<file path="src/rtl/gate_arpeggiator.sv">
// Debounced active-low gate pin driving a repeating C-E-G arpeggio for one voice.
// A gate-low gap separates notes so the downstream ADSR retriggers on each note.
module gate_arpeggiator #(
  parameter int unsigned DEBOUNCE_CYCLES = 16000,
  parameter int unsigned ON_CYCLES       = 2000000,
  parameter int unsigned GAP_CYCLES      = 16000,
  parameter logic [15:0] NOTE0           = 16'd4389,
  parameter logic [15:0] NOTE1           = 16'd5530,
  parameter logic [15:0] NOTE2           = 16'd6577
) (
  input  logic        clk,
  input  logic        rst_n,
  input  logic        trigger_n,
  output logic [15:0] tone_freq,
  output logic        gate,
  output logic [1:0]  step,
  output logic        busy
);

  localparam int unsigned DEB_W   = (DEBOUNCE_CYCLES > 1) ? $clog2(DEBOUNCE_CYCLES) : 1;
  localparam int unsigned CNT_MAX = (ON_CYCLES > GAP_CYCLES) ? ON_CYCLES : GAP_CYCLES;
  localparam int unsigned CNT_W   = (CNT_MAX > 1) ? $clog2(CNT_MAX) : 1;

  typedef enum logic [1:0] {
    S_IDLE = 2'd0,
    S_ON   = 2'd1,
    S_GAP  = 2'd2
  } state_t;

  logic             sync1, sync2;
  logic             pressed_s;
  logic             held_s;
  logic [DEB_W-1:0] deb_cnt;

  state_t           state_q, state_d;
  logic [CNT_W-1:0] cnt_q, cnt_d;
  logic [15:0]      tone_d;
  logic             gate_d;
  logic [1:0]       step_d;
  logic [1:0]       step_inc;
  logic             busy_d;

  // Two-flop synchroniser; flops idle high so reset reads as released.
  always_ff @(posedge clk or negedge rst_n) begin
    if (!rst_n) begin
      sync1 <= 1'b1;
      sync2 <= 1'b1;
    end else begin
      sync1 <= trigger_n;
      sync2 <= sync1;
    end
  end

  assign pressed_s = ~sync2;

  // held_s follows pressed_s only after DEBOUNCE_CYCLES consecutive disagreeing samples.
  always_ff @(posedge clk or negedge rst_n) begin
    if (!rst_n) begin
      held_s  <= 1'b0;
      deb_cnt <= '0;
    end else if (pressed_s != held_s) begin
      if (deb_cnt == DEB_W'(DEBOUNCE_CYCLES - 1)) begin
        held_s  <= pressed_s;
        deb_cnt <= '0;
      end else begin
        deb_cnt <= deb_cnt + DEB_W'(1);
      end
    end else begin
      deb_cnt <= '0;
    end
  end

  // State and registered outputs.
  always_ff @(posedge clk or negedge rst_n) begin
    if (!rst_n) begin
      state_q   <= S_IDLE;
      cnt_q     <= '0;
      tone_freq <= NOTE0;
      gate      <= 1'b0;
      step      <= 2'd0;
      busy      <= 1'b0;
    end else begin
      state_q   <= state_d;
      cnt_q     <= cnt_d;
      tone_freq <= tone_d;
      gate      <= gate_d;
      step      <= step_d;
      busy      <= busy_d;
    end
  end

  // Next state; release outranks counter expiry.
  always_comb begin
    state_d = state_q;
    case (state_q)
      S_IDLE: if (held_s) state_d = S_ON;
      S_ON: begin
        if (!held_s)            state_d = S_IDLE;
        else if (cnt_q == '0)   state_d = S_GAP;
      end
      S_GAP: begin
        if (!held_s)            state_d = S_IDLE;
        else if (cnt_q == '0)   state_d = S_ON;
      end
      default:                  state_d = S_IDLE;
    endcase
  end

  assign step_inc = (step == 2'd2) ? 2'd0 : step + 2'd1;

  // Next values of counter and outputs; tone_freq only moves when gate rises.
  always_comb begin
    cnt_d  = cnt_q;
    tone_d = tone_freq;
    gate_d = gate;
    step_d = step;
    busy_d = (state_d != S_IDLE);
    case (state_q)
      S_IDLE: begin
        gate_d = 1'b0;
        step_d = 2'd0;
        cnt_d  = '0;
        if (held_s) begin
          tone_d = NOTE0;
          gate_d = 1'b1;
          cnt_d  = CNT_W'(ON_CYCLES - 1);
        end
      end
      S_ON: begin
        if (!held_s) begin
          gate_d = 1'b0;
          step_d = 2'd0;
          cnt_d  = '0;
        end else if (cnt_q == '0) begin
          gate_d = 1'b0;
          cnt_d  = CNT_W'(GAP_CYCLES - 1);
        end else begin
          cnt_d  = cnt_q - CNT_W'(1);
        end
      end
      S_GAP: begin
        if (!held_s) begin
          gate_d = 1'b0;
          step_d = 2'd0;
          cnt_d  = '0;
        end else if (cnt_q == '0) begin
          step_d = step_inc;
          gate_d = 1'b1;
          cnt_d  = CNT_W'(ON_CYCLES - 1);
          case (step_inc)
            2'd1:    tone_d = NOTE1;
            2'd2:    tone_d = NOTE2;
            default: tone_d = NOTE0;
          endcase
        end else begin
          cnt_d  = cnt_q - CNT_W'(1);
        end
      end
      default: begin
        gate_d = 1'b0;
        step_d = 2'd0;
        cnt_d  = '0;
      end
    endcase
  end

endmodule

</file>
<file path="config.mk">
export PLATFORM = sky130hd
export DESIGN_NAME = gate_arpeggiator
export DESIGN_NICKNAME = d
export VERILOG_FILES = /design/src/rtl/gate_arpeggiator.sv
export SDC_FILE = /design/constraint.sdc
export NUM_CORES = 1
export LEC_CHECK = 0
export CAP_MARGIN = 20
export CORE_MARGIN = 8
export CORE_UTILIZATION = 55
export DETAILED_ROUTE_END_ITERATION = 6
export GPL_TIMING_DRIVEN = 0
export PLACE_DENSITY_LB_ADDON = 0.08
export SETUP_SLACK_MARGIN = 0.15
export SLEW_MARGIN = 40
export SYNTH_ARGS = -nofsm -noshare
export SYNTH_HDL_FRONTEND = slang
export SYNTH_SLANG_ARGS = --single-unit
</file>
<file path="constraint.sdc">
create_clock -name clk -period 3.13 [get_ports clk]
set_clock_uncertainty 0.1 [all_clocks]
set_input_delay 0.313 -clock clk [delete_from_list [all_inputs] [get_ports clk]]
set_output_delay 0.313 -clock clk [all_outputs]
set_load 0.05 [all_outputs]
</file>
==> reports/metrics.yaml, run 1 <==
cp.arrival_ns: 2.28
synth_cell_types: 51
cts_tree: "yes"
grt_pass1_wl_um: 8520
nets: 290
fin_crit_ns: 2.21
hold_viol_final: 0
pwr-share-comb_pct: 5.0
vias: 1819
end_kind: "flop"
synth_flop_cell: "dfrtp_1"
powerDensity_mw_per_mm2: 364
clkLatencyLatePin_ns: 0.29
final_util_pct: 65.7
vias_per_cell: 5.40
layout_setup_ws_ns: 0.921
clk_pin_slew_ns: 0.09
maxSlewViolCount: 0
crit_chain: "nor4_4, nand2_4, or2_1, buf_2, o21ai_2, o21ai_0"
rows: 24
first_pass_iters: 4
place_congestion: 0.804
tns_ns: 0
grt_pass1_vias: 1818
fin_area_mm2: 0.00288
synth_cells: 255
synth_edf_count: 0
wire_per_inst_um: 14.1
rsz0062_at_grt: "false"
cts_made_buffers: 5
grt_max_degree: 40
syn_area_mm2: 0.00253
setup_viol: 0
hold_ws_ns: 0.258
grt_overflow: 0
maxCapViolCount: 0
fin_crit_sh_pct: 70.6
power_frac_clock_pct: 33.7
ys_top_cells_by_area: "dfrtp_1 44%, xor2_1 6.6%, a21oi_1 4.1%, dfstp_2 4.1%, nor2_1 3.8%"
intPower_uw: 811
cts-root-buf: "clkbuf_8"
drc: 0
dp_slack_ns: 0.915
start_util_pct: 57.8
path_buf_inv: 1
fmax_mhz: 453
coreArea_mm2: 0.00438
worst_pin_slew_ns: 0.703
pwr-share-seq_pct: 61.2
p_sw_share_pct: 22.7
slowest_stage: "nor4_4"
path_class: "flop to flop"
critPathTopFamily: "simple AND/OR/NAND/NOR gates"
dp_hpwl_um: 3430
dpl.cell_count: 328
critPathMaxFanout: 10
yosysSeqAreaShare_pct: 48.6
detail_route.iter0.violations: 67
leakage_nw: 1.41
chipHeight_um: 83.9
antenna_found_initial: 0
ys_ff_latch: 49
peakVddDrop_v: 0.000267
ant_nets: 0
relSlewSlack_pct: 53.2
cts-resized-gates: 0
fin_cells: 337
cts_buffer_depth: 2
drt_wl_total_um: 4750
hp-class: "flop to flop"
cp_data_required_time_ns: 3.20
critPathMaxStageDelay_ns: 0.58
n_antenna_cell: 0
switching_power_uw: 238
grt_use_total_pct: 14.4
synth.top_cell.area_share_pct: 44.4
start_kind: "flop"
syn_area_per_cell_um2: 9.94
final_layout_size_suffix_gt1_share_pct: 12.3
htree_levels: 2
outcome: "finished clean"
area_delta_synth_final_pct: 13.6
port_buffers: 15
clock-sinks: 49
power_mw: 1.05
ios: 23
placed_area_mm2: 0.00279
die_area_mm2: 0.00704
synth_top_cell_by_area: "dfrtp_1"
fp.dieW_um: 83.9
yosys_warnings: 0
synthArstFlopShare_pct: 100
==> path summary, 6_finish.rpt <==
path / slack (ns) / to / start / cells after the start
worst max register to register: 0.92 / cnt_q[20] / cnt_q[2] / 6
worst max-delay path: 0.92 / cnt_q[20] / cnt_q[2] / 6
min in group asynchronous: 0.29 / cnt_q[5] / rst_n / 2
worst min register to register: 0.26 / sync2 / sync1 / 0
max in group asynchronous: 2.15 / tone_freq[5] / rst_n / 3
worst min-delay path: 0.26 / sync2 / sync1 / 0
==> layer usage <==
layer | up-vias | routed length [um] | global-route usage (%)
met1 | 862 | 2230 | 17.7
met2 | 28 | 2250 | 23.2
met5 | - | 0 | 0
met4 | 0 | 78 | 5.97
li1 | 923 | - | -
met3 | 6 | 181 | 4.00
==> cell families (layout without fill, tap and decap cells) <==
family / Yosys count / count (layout) / synth area share [%]
simple gates: 97 / 97 / 22.0
flops: 49 / 49 / 48.6
compound gates: 48 / 48 / 11.5
xor+xnor: 30 / 30 / 10.4
buf+inv: 25 / 50 / 5.38
fa+ha+maj: 3 / 3 / 1.48
other cells: 2 / 7 / 0.296
mux: 1 / 1 / 0.395
==> power groups by stage <==
| stage | clock network, mW | logic (mW) | registers [mW] |
|---|---|---|---|
| 5_1_grt | 0.393 | 0.0590 | 0.643 |
| 3_5_place_dp | 0 | 0.0525 | 0.655 |
| 4_1_cts | 0.375 | 0.0537 | 0.642 |
| 3_3_place_gp | 0 | 0.0497 | 0.655 |
| 2_1_floorplan | 0 | 0.0330 | 0.654 |
| 6_report | 0.354 | 0.0527 | 0.642 |
==> synthesized netlist by cell type, types with 2 or more instances <==
master,number
dfrtp_1,45
nor2_1,26
a21oi_1,21
xor2_1,19
nand2_1,17
buf_4,11
nor3_1,11
xnor2_1,11
inv_1,8
nand3_1,8
nand4_1,7
o21ai_0,7
clkbuf_1,5
o21a_1,5
dfstp_2,4
and3_1,3
ha_1,3
nor3b_1,3
nor4_4,3
conb_1,2
nor2b_1,2
nor4_1,2
o21ai_1,2
o21ai_2,2
o31ai_1,2
==> flip-flops by register name (all words and copies together), names as in the netlist <==
name	cells
busy	1
cnt_q	21
deb_cnt	14
gate	1
held_s	1
state_q	2
step	2
sync1	1
sync2	1
tone_freq	5
==> layout by cell type, fill, tap and decap left out, drive strengths merged, types with 4 or more instances in the layout <==
cell type,n
nor4,6
dfrtp,45
nor3,11
clkdlybuf4s50,14
conb,7
xnor2,11
nand2,18
nand4,8
nand3,8
buf,14
a21oi,21
xor2,19
o21ai,11
o21a,5
nor2,28
clkbuf,12
dfstp,4
inv,8
==> layout make-up <==
type	count	area, um2
fillers	375	1500
flip-flops and latches	49	1230
clock buffers	7	76.3
repair buffers	17	178
clock inverters	1	7.51
multi-input cells	186	1190
inverters	8	30.0
plain buffers	17	106
well taps	52	65.1
==> what timing repair did <==
action | CTS | global route
endpoints found under the hold margin | 45 | 0
setup buffers | 0 | 0
hold buffers | 1 | 0
Note: power is estimated with default switching activity, not from simulation.
==> inputs of run 2 (changes only) <==
CORE_UTILIZATION = 51   (was 55)
clock period = 1.99 ns   (was 3.13 ns; I/O delays follow)
==> run 2 against run 1 <==
Effect of this change:
- global-route usage grew 0.56 points
- count of clock-buffer cells in the layout is the same
- non-clock buffer count grew 30
- worst hold slack lost 0.062 ns
- setup slack lost 0.83 ns
- critical path depth is the same
- final area grew 17%
- core utilization grew 4.9 points
- register-to-register slack lost 0.83 ns
- largest cell class is now multi-input combinational cells
==> reports/metrics.yaml, run 2 (synthesis results as in run 1) <==
outcome: "finished clean"
nets: 320
grt_max_degree: 31
pwr-share-comb_pct: 5.2
rsz0062_at_grt: "true"
r2r_slack_ns: 0.09
ant_nets: 0
critPathLaunch: "cnt_q[10]"
htree_levels: 2
relSlewSlack_pct: 66.0
chipHeight_um: 86.5
power_frac_clock_pct: 33.9
final_util_pct: 70.6
critPathMaxFanout: 7
fp.dieW_um: 86.5
fin_crit_sh_pct: 95.6
drc: 0
antenna_found_initial: 0
clkLatencyLatePin_ns: 0.30
hold_ws_ns: 0.196
vias_per_cell: 5.21
first_pass_iters: 4
worstReg2RegStart: "cnt_q[10]"
cts_buffer_depth: 2
fmax_mhz: 525
vias: 1992
largest_reg_flops: 21
wire_per_inst_um: 14.6
die_area_mm2: 0.00748
cp_data_required_time_ns: 2.08
switching_power_uw: 381
hold_viol_final: 0
slowest_stage: "dfrtp_2"
area_delta_synth_final_pct: 32.4
crit_end: "cnt_q[18]"
ios: 23
maxCapViolCount: 0
reg_top3: "cnt_q x21, deb_cnt x14, tone_freq x5"
reg2reg_depth: 6
grt_pass1_wl_um: 8960
setup_viol: 0
start_util_pct: 53.3
hp-class: "input port to async pin"
worst_pin_slew_ns: 0.509
crit_chain: "nor4_4, nand4_4, or2_1, buf_6, o21ai_4, o21ai_1"
powerDensity_mw_per_mm2: 494
grt_overflow: 0
cp.arrival_ns: 1.99
pwr-share-seq_pct: 61.0
leakage_nw: 1.71
path_class: "flop to flop"
end_kind: "flop"
rows: 25
cts_tree: "yes"
cts_made_buffers: 5
start_kind: "flop"
p_sw_share_pct: 23.0
maxSlewViolCount: 0
final_layout_size_suffix_gt1_share_pct: 30.8
r2r-end: "cnt_q[18]"
peakVddDrop_v: 0.000450
coreArea_mm2: 0.00475
final_common_cell: "dfrtp_1"
fin_crit_ns: 1.90
port_buffers: 15
n_antenna_cell: 0
intPower_mw: 1.28
grt_use_total_pct: 15.0
place_congestion: 0.767
final_cell_mix: "40 x dfrtp_1, 36 x buf_4, 26 x nor2_1"
dp_hpwl_um: 3550
clk_pin_slew_ns: 0.09
grt_pass1_vias: 1987
largest-register: "cnt_q"
drt_wl_total_um: 5560
cts-root-buf: "clkbuf_8"
detail_route.iter0.violations: 48
clock-sinks: 49
critPathMaxStageDelay_ns: 0.45
## run 2: cell count changes in the layout (fill, tap and decap cells not counted), sizes merged
cell           previous run  this run
dlygate4sd2               0         8
dlymetal6s2s              0         3
clkdlybuf4s50            14         3
buf                      14        44
clkinvlp                  1         0
clkinv                    0         1
## run 2: layer usage
layer | global-route usage [%] | wire (um) | vias up | share of wire [%]
li1 | - | - | 984 | -
met1 | 17.3 | 2450 | 959 | 44
met2 | 25.6 | 2810 | 39 | 51
met3 | 4.06 | 191 | 10 | 3.4
met4 | 6.26 | 103 | 0 | 1.9
met5 | 0 | 0 | - | 0
## run 2: stage by stage
stage	worst slack (ns)	setup TNS, ns	instance area [um2]	total power [mW]	instances
after floorplan	0.126	0	2580	1.08	260
after global placement	-0.766	-37.54	2810	1.11	342
after detailed placement	-0.191	-3.23	2830	1.11	343
after CTS	0.0631	0	3150	1.67	370
after global routing	-0.0110	-0.0116	3360	1.73	382
final	0.0868	0	3360	1.66	382
## run 2: how the worst min path moves through the flow
stage,startpoint,to,slack [ns],depth (start not counted)
final,rst_n,deb_cnt[9],0.20,2
after global routing,trigger_n,sync1,0.19,1
after CTS,trigger_n,sync1,0.19,1
after detailed placement,rst_n,deb_cnt[0],0.004,1
after global placement,sync1,sync2,0.25,0
after floorplan,rst_n,busy,-0.20,0
## run 2: power by group through the flow
stage / logic, mW / registers, mW / clock network (mW)
6_report: 0.0857 / 1.01 / 0.561
5_1_grt: 0.0949 / 1.01 / 0.620
4_1_cts: 0.0850 / 1.01 / 0.578
3_5_place_dp: 0.0835 / 1.03 / 0
3_3_place_gp: 0.0783 / 1.03 / 0
2_1_floorplan: 0.0518 / 1.03 / 0
## run 2: layout make-up
type	count	area, um2
buffer	17	121
fill	378	1400
clock inverter	1	5.00
multi-input combinational	186	1370
sequential	49	1240
clock buffer	7	76.3
timing repair buffer	47	432
inverter	8	30.0
tap	67	83.8
## run 2: worst max-delay path, delay by kind of cell, from the launching register on
family | cells | cell delay [ns]
simple gates | 3 | 0.83
compound gates | 2 | 0.24
buf+inv | 1 | 0.16
flops | 1 | 0.45
## run 2: what timing repair did
action,in CTS,in global routing
pin swaps,15,23
hold buffers,1,0
hold endpoints to repair,45,0
gates resized for setup,32,33
buffers inserted,18,12
setup endpoints to repair,49,44
==> inputs of run 3 (changes only) <==
CORE_UTILIZATION = 55   (was 51)
DONT_BUFFER_PORTS = 1   (was default)
==> run 3 against run 2 <==
Effect of this change:
- register-to-register slack worse by 0.03 ns
- maximum frequency down 1.5%
- final area down 6.6%
- via count down 2.6%
- critical path type unchanged
- critical endpoint is now tone_freq[10]
- largest cell class unchanged
- largest power group unchanged
==> reports/metrics.yaml, run 3 (synthesis results as in run 1) <==
outcome: "finished clean"
slowest_stage: "dfrtp_2"
r2r-end: "tone_freq[10]"
drt_wl_total_um: 5460
fin_area_mm2: 0.00314
htree_levels: 2
wl_met2_um: 2630
ant_nets: 0
critPathMaxStageDelay_ns: 0.47
cts_made_buffers: 5
fin_crit_sh_pct: 97.1
powerDensity_mw_per_mm2: 538
grt_pass1_vias: 1982
rows: 24
largest_reg_flops: 21
fin_crit_ns: 1.93
cts-root-buf: "clkbuf_8"
dp_hpwl_um: 3400
final_common_cell: "dfrtp_1"
intPower_mw: 1.28
clock-sinks: 49
n_antenna_cell: 0
start_util_pct: 57.8
drt-met1-wl_um: 2420
hold_ws_ns: 0.261
cts_tree: "yes"
worstReg2RegStart: "cnt_q[10]"
clkLatencyLatePin_ns: 0.30
tns_ns: 0
hold_start: "sync1"
crit_chain: "nor4_4, nand4_4, buf_4, o21ai_4, nand2_4, a22o_1"
min_path_cells: 0
power_mw: 1.69
vias_per_cell: 5.56
met3WireLength_um: 277
switching_power_uw: 408
path_class: "flop to flop"
cts_buffer_depth: 2
grt_use_total_pct: 15.5
grt_overflow: 0
critPathMaxFanout: 5
drc: 0
clk_pin_slew_ns: 0.09
grt_pass1_wl_um: 9230
largest-register: "cnt_q"
place_congestion: 0.811
placed_area_mm2: 0.00264
power_frac_clock_pct: 35.0
reg2reg_depth: 6
maxCapViolCount: 0
chipHeight_um: 83.9
fill_cells: 307
pwr-share-seq_pct: 59.9
hp-class: "flop to flop"
coreArea_mm2: 0.00438
cp.arrival_ns: 2.03
top_layer: "met4"
hold_path_end: "sync2"
fp.dieW_um: 83.9
cp_data_required_time_ns: 2.09
dp_slack_ns: -0.188
p_sw_share_pct: 24.2
layout_setup_ws_ns: 0.0575
worst_pin_slew_ns: 0.674
ios: 23
leakage_nw: 1.54
hold_viol_final: 0
detail_route.iter0.violations: 83
reg_top3: "cnt_q x21, deb_cnt x14, tone_freq x5"
relSlewSlack_pct: 55.0
wire_per_inst_um: 15.6
rsz0062_at_grt: "true"
area_delta_synth_final_pct: 23.7
maxSlewViolCount: 0
vias: 1941
nets: 302
die_area_mm2: 0.00704
start_kind: "flop"
peakVddDrop_v: 0.000580
final_cell_mix: "40 x dfrtp_1, 37 x buf_4, 26 x nor2_1"
grt_max_degree: 50
r2r_slack_ns: 0.06
setup_viol: 0
fmax_mhz: 517
first_pass_iters: 4
port_buffers: 0
antenna_found_initial: 0
end_kind: "flop"
pwr-share-comb_pct: 5.0
final_layout_size_suffix_gt1_share_pct: 30.6
[run 3: cell count changes in the layout (fill, tap and decap cells not counted), moves of 3 or more]
| cell | delta |
|---|---|
| nor3_2 | -4 |
| dlymetal6s2s_1 | -3 |
| nor3_1 | +4 |
| buf_6 | -5 |
| dlygate4sd2_1 | -8 |
| clkdlybuf4s50_1 | -3 |
[run 3: critical path, delay by kind of cell (launching register included)]
kind                   cells  cell delay, ns
flip-flops                 1            0.47
AO/OA/AOI/OAI              2            0.42
buffers and inverters      1            0.19
AND/OR/NAND/NOR            3            0.65
[run 3: final cells by class]
type | count | area [um2] | area share [%]
inverter | 8 | 30.0 | 0.958
sequential | 49 | 1240 | 39.5
multi-input combinational | 186 | 1340 | 42.7
timing repair buffer | 29 | 255 | 8.14
clock buffer | 5 | 68.8 | 2.19
buffer | 17 | 119 | 3.79
clock inverter | 3 | 21.3 | 0.678
tap | 52 | 65.1 | 2.08
[run 3: worst max path at each step]
stage,slack [ns],startpoint,endpoint,cells past startpoint
final,0.06,cnt_q[10],tone_freq[10],6
after global routing,-0.01,cnt_q[10],cnt_q[1],7
after CTS,0.12,cnt_q[1],cnt_q[18],8
after detailed placement,-0.19,cnt_q[0],cnt_q[3],7
after global placement,-0.15,cnt_q[0],cnt_q[3],7
after floorplan,0.13,cnt_q[3],cnt_q[17],6
[run 3: through the flow]
step,util [%],cells
global route,71.5,349
detailed placement,60.2,312
CTS,68.6,341
floorplan,-,260
finish,71.5,349
global placement,60.2,312
[run 3: layer usage]
metal,vias up,track usage (%)
li1,946,-
met1,931,18.3
met2,52,25.4
met4,0,7.69
met3,12,4.00
met5,-,0
[run 3: repair_timing]
| action | CTS | global route |
|---|---|---|
| setup buffers | 18 | 8 |
| hold buffers | 3 | 0 |
| gates resized for setup | 23 | 21 |
| hold endpoints to repair | 50 | 0 |
| pin swaps | 9 | 19 |
| endpoints found under the setup margin | 41 | 39 |
[run 3: power groups by stage]
stage	Clock [mW]	Combinational, mW	Sequential, mW
2_1_floorplan	0	0.0518	1.03
3_3_place_gp	0	0.0546	1.03
3_5_place_dp	0	0.0550	1.03
6_report	0.591	0.0850	1.01
5_1_grt	0.640	0.0942	1.01
4_1_cts	0.612	0.0850	1.01
